--- src/rtl/user_rst_sequencer_pkg.sv ---
// Shared definitions for the staged user-reset sequencer: state encodings,
// fault counter sizing and a small sizing helper.
package user_rst_sequencer_pkg;

    typedef enum logic [1:0] {
        StHold    = 2'd0,
        StStable  = 2'd1,
        StRelease = 2'd2,
        StRun     = 2'd3
    } seq_state_e;

    localparam int unsigned FaultCntW = 8;
    localparam logic [FaultCntW-1:0] FaultCntMax = 8'd255;

    function automatic int unsigned max_u(input int unsigned a, input int unsigned b);
        return (a > b) ? a : b;
    endfunction

endpackage

--- src/rtl/user_rst_seq_timer.sv ---
// Loadable down-counter shared between lock-stability counting and stage-gap
// counting; done flags the edge on which the count expires.
module user_rst_seq_timer #(
    parameter int unsigned WIDTH = 8
) (
    input  logic             clk,
    input  logic             rst,
    input  logic             clr,
    input  logic             load,
    input  logic             dec,
    input  logic [WIDTH-1:0] load_val,
    output logic             done
);

    logic [WIDTH-1:0] cnt_q;

    always_ff @(posedge clk) begin
        if (rst || clr) begin
            cnt_q <= '0;
        end else if (load) begin
            cnt_q <= load_val;
        end else if (dec && (cnt_q != '0)) begin
            cnt_q <= cnt_q - WIDTH'(1);
        end
    end

    // A decrement taken while the count is 1 is the final one.
    assign done = (cnt_q == WIDTH'(1));

endmodule

--- src/rtl/user_rst_sequencer.sv ---
// Releases NUM_STAGES active-high resets one by one once lock_in has been
// stable long enough, and drops all of them one cycle after a lock loss.
module user_rst_sequencer
    import user_rst_sequencer_pkg::*;
#(
    parameter int unsigned STABLE_CYCLES = 1024,
    parameter int unsigned GAP_CYCLES    = 64,
    parameter int unsigned NUM_STAGES    = 3
) (
    input  logic                  clk,
    input  logic                  rst,
    input  logic                  lock_in,
    output logic [NUM_STAGES-1:0] rst_out,
    output logic                  ready,
    output logic [FaultCntW-1:0]  fault_cnt
);

    localparam int unsigned CntW = $clog2(max_u(STABLE_CYCLES, GAP_CYCLES) + 1);
    // The edge that enters STABLE already counts as the first stable cycle.
    localparam logic [CntW-1:0] StableLoad = CntW'(STABLE_CYCLES - 1);
    localparam logic [CntW-1:0] GapLoad    = CntW'(GAP_CYCLES);

    seq_state_e state_q;

    logic            tmr_clr;
    logic            tmr_load;
    logic            tmr_dec;
    logic [CntW-1:0] tmr_val;
    logic            tmr_done;

    logic                  release_now;
    logic                  lock_lost;
    logic                  last_stage;
    logic [NUM_STAGES-1:0] rel_next;

    user_rst_seq_timer #(
        .WIDTH (CntW)
    ) u_timer (
        .clk      (clk),
        .rst      (rst),
        .clr      (tmr_clr),
        .load     (tmr_load),
        .dec      (tmr_dec),
        .load_val (tmr_val),
        .done     (tmr_done)
    );

    // Stages release LSB first, so each release shifts one more zero in.
    assign rel_next   = rst_out << 1;
    assign last_stage = (rel_next == '0);
    assign lock_lost  = !lock_in && ((state_q == StRelease) || (state_q == StRun));

    always_comb begin
        tmr_clr     = 1'b0;
        tmr_load    = 1'b0;
        tmr_dec     = 1'b0;
        tmr_val     = GapLoad;
        release_now = 1'b0;
        unique case (state_q)
            StHold: begin
                if (!lock_in) begin
                    tmr_clr = 1'b1;
                end else if (STABLE_CYCLES == 1) begin
                    release_now = 1'b1;
                end else begin
                    tmr_load = 1'b1;
                    tmr_val  = StableLoad;
                end
            end
            StStable, StRelease: begin
                if (!lock_in) begin
                    tmr_clr = 1'b1;
                end else if (tmr_done) begin
                    release_now = 1'b1;
                end else begin
                    tmr_dec = 1'b1;
                end
            end
            StRun: begin
                if (!lock_in) begin
                    tmr_clr = 1'b1;
                end
            end
            default: begin
                tmr_clr = 1'b1;
            end
        endcase
        if (release_now && !last_stage) begin
            tmr_load = 1'b1;
        end
    end

    always_ff @(posedge clk) begin
        if (rst) begin
            state_q   <= StHold;
            rst_out   <= '1;
            ready     <= 1'b0;
            fault_cnt <= '0;
        end else if (lock_lost) begin
            state_q <= StHold;
            rst_out <= '1;
            ready   <= 1'b0;
            if (fault_cnt != FaultCntMax) begin
                fault_cnt <= fault_cnt + FaultCntW'(1);
            end
        end else if (release_now) begin
            rst_out <= rel_next;
            ready   <= last_stage;
            state_q <= last_stage ? StRun : StRelease;
        end else if ((state_q == StHold) && lock_in) begin
            state_q <= StStable;
        end else if ((state_q == StStable) && !lock_in) begin
            state_q <= StHold;
        end
    end

endmodule
--- config.mk ---
export PLATFORM = sky130hd
export DESIGN_NAME = user_rst_sequencer
export DESIGN_NICKNAME = d
export VERILOG_FILES = /design/src/rtl/user_rst_sequencer_pkg.sv /design/src/rtl/user_rst_seq_timer.sv /design/src/rtl/user_rst_sequencer.sv
export SDC_FILE = /design/constraint.sdc
export NUM_CORES = 1
export LEC_CHECK = 0
export ABC_AREA = 1
export BUFFER_PORTS_ARGS = -buffer_cell sky130_fd_sc_hd__buf_2
export CAP_MARGIN = 20
export CORE_AREA = 3 3 94 51
export CTS_CLUSTER_DIAMETER = 150
export DETAILED_ROUTE_END_ITERATION = 6
export DIE_AREA = 0 0 97 54
export GPL_ROUTABILITY_DRIVEN = 0
export GPL_TIMING_DRIVEN = 0
export HOLD_SLACK_MARGIN = 0.02
export SKIP_LAST_GASP = 1
export SLEW_MARGIN = 30
export SYNTH_ARGS = -nofsm -noshare
export SYNTH_HDL_FRONTEND = slang
export SYNTH_SLANG_ARGS = --single-unit
export TNS_END_PERCENT = 1
--- constraint.sdc ---
create_clock -name clk -period 1.9 [get_ports clk]
set_input_delay 0.38 -clock clk [delete_from_list [all_inputs] [get_ports clk]]
set_output_delay 0.38 -clock clk [all_outputs]
set_load 0.005 [all_outputs]
==> results_dict.tcl <==
set metrics [dict create \
    outcome "finished clean" \
    fp.coreArea_mm2 0.00394 \
    diodes 0 \
    die-area_mm2 0.00524 \
    setup_viol 0 \
    syn_inst 243 \
    worst_ep_required_time_ns 2.13 \
    cts_setup_buffers 0 \
    start_util_pct 40.5 \
    worstPathMaxFanout 10 \
    ys_seq_area_share_pct 31.3 \
    gr-total-overflow 0 \
    cts.clk_slew.worst_paths_ns 0.10 \
    viasPerCell 4.72 \
    netlist_area_mm2 0.00160 \
    finalSetupTns_ns 0 \
    worst-path-buf-inv 3 \
    crit_slowest_cell "dfxtp_1" \
    ir_drop_v 0.000253 \
    clock.fmax_ghz 0.592 \
    fin_nets 273 \
    clockBufferDepth 2 \
    io_buffers 14 \
    ys_async_sr_fraction_pct 0 \
    die-height_um 54 \
    syn-num-nets 254 \
    synth_top_flop_cell "dfxtp_1" \
    r2r_setup_slack_ns 0.21 \
    power.leakage_nw 0.924 \
    ant_nets 0 \
    synth_top_area_cell "dfxtp_1" \
    finalHoldViolations 0 \
    dr.first_iter.drc_count 117 \
    synth_seq_cells 25 \
    crit_path_end_kind "register" \
    antenna_found_initial 0 \
    totalWireLength_mm 3.44 \
    rows 16 \
    critPathLaunchType "register" \
    path_cells "inv_1 > ha_1 > nand2_1 > bufinv_8 > nand3_1 > nand3_1 > o21ai_0 > nand2_1 > inv_1" \
    clock_sinks 25 \
    skew_ns 0.00437 \
    grt_pass1_vias 1398 \
    cap_violations 0 \
    rsz0062_at_grt "false" \
    relSlewSlack_pct 63.5 \
    critPathKind "register to register" \
    layout_min_cycle_time_ns 1.69 \
    grt_usage_pct 14.5 \
    vias 1488 \
    ctsResizeCount 0 \
    tightest_slew_ns 0.546 \
    grt_max_degree 17 \
    first_pass_iters 4 \
    final_layout_size_suffix_gt1_share_pct 12.3 \
    die_x_um 97 \
    netlist.area_leader.share_pct 31.3 \
    yosys-top-cells-count "nand2_1 (69), inv_1 (36), nor2_1 (34)" \
    critPathTopFamily "simple AND/OR/NAND/NOR gates" \
    period_share_pct 88.9 \
    syn_to_final_growth_pct 11.7 \
    min_path_type "input port to register" \
    cts_tree "yes" \
    postSynthAreaPerCell_um2 6.58 \
    synth-edff-count 0 \
    grt_pass1_wl_mm 6.14 \
    ctsHoldBuffers 0 \
    drv_slew 0 \
    drcViolationCount 0 \
    p_per_area_mw_per_mm2 678 \
    synth_area_leaders "dfxtp_1 (31%), nand2_1 (16%), inv_1 (8.5%), nor2_1 (8.0%), ha_1 (6.3%)" \
    root_buffer "clkbuf_8" \
    cts_buffers 3 \
    max_stage_delay_ns 0.40 \
    ios 15 \
    synth_cell_type_count 28 \
    clk_latency_ns 0.28 \
    final_util_pct 45.3 \
    yosysMostFrequentCell "nand2_1" \
    htreeDepth 1 \
    worstPathArrival_ns 1.92 \
    hpwl_mm 2.56 \
    synth_warnings 0 \
    wl_per_cell_um 10.9 \
]
==> state kept, by name, summed over array words and instances (netlist names) <==
| signal | flops |
|---|---|
| u_timer.cnt_q | 11 |
| rst_out | 3 |
| state_q | 2 |
| ready | 1 |
| fault_cnt | 8 |
==> through the flow <==
stage	hold WS (ns)	power (mW)	worst slack, ns	std cells	instance area, µm²
after floorplan	0.449	0.812	0.379	243	1600
after global placement	0.456	0.865	0.238	311	1740
after detailed placement	0.454	0.869	0.195	311	1740
after CTS	0.308	1.23	0.181	315	1790
after global routing	0.316	1.29	0.0407	315	1790
final	0.316	1.21	0.210	315	1790
==> per-layer routing <==
layer / part of all wire (%) / up-vias / GRT usage (%)
li1: - / 802 / -
met1: 49 / 651 / 17.4
met2: 46 / 33 / 27.9
met3: 5.1 / 2 / 3.49
met4: 0.17 / 0 / 1.63
met5: 0 / - / 0
==> worst reg2reg max path, stage by stage, from the launching register on <==
cell and delay [ns]:
dfxtp_1 0.40, inv_1 0.08, ha_1 0.29, nand2_1 0.06, bufinv_8 0.20, nand3_1 0.22
nand3_1 0.10, o21ai_0 0.15, nand2_1 0.08, inv_1 0.06
==> placed cells by master (no fill, tap or decap), types with 3 or more instances in the layout <==
| master | count |
|---|---|
| nand2_1 | 69 |
| inv_1 | 36 |
| nor2_1 | 34 |
| dfxtp_1 | 25 |
| nand3_1 | 19 |
| buf_2 | 16 |
| nand4_1 | 13 |
| a21oi_1 | 10 |
| ha_1 | 8 |
| o21ai_0 | 6 |
| xor2_1 | 3 |
| clkbuf_8 | 3 |
==> cell families after synthesis <==
family,count (synthesis),share of synthesized area (%)
buf+inv,42,11.3
fa+ha+maj,8,6.26
xor+xnor,4,2.19
compound gates,18,6.10
flops,25,31.3
simple gates,146,42.8
==> area by class of cell <==
type | count | area [µm²]
tap | 54 | 67.6
timing repair buffer | 14 | 70.1
fill | 398 | 2160
inverter | 38 | 156
buffer | 4 | 25.0
sequential | 25 | 500
clock inverter | 1 | 8.76
clock buffer | 3 | 41.3
multi-input combinational | 176 | 917
==> final timing paths <==
check	startpoint	endpoint	depth (start not counted)
setup / recovery	state_q[0]	state_q[1]	9
hold / removal	rst	fault_cnt[7]	2
hold reg to reg	rst_out[2]	rst_out[2]	2
setup reg to reg	state_q[0]	state_q[1]	9
==> report_power, final <==
group	internal [mW]	total, mW	switching, mW
sequential	0.542	0.560	0.0180
clock	0.154	0.356	0.201
combinational	0.106	0.296	0.190
Note: power is estimated with default switching activity, not from simulation.
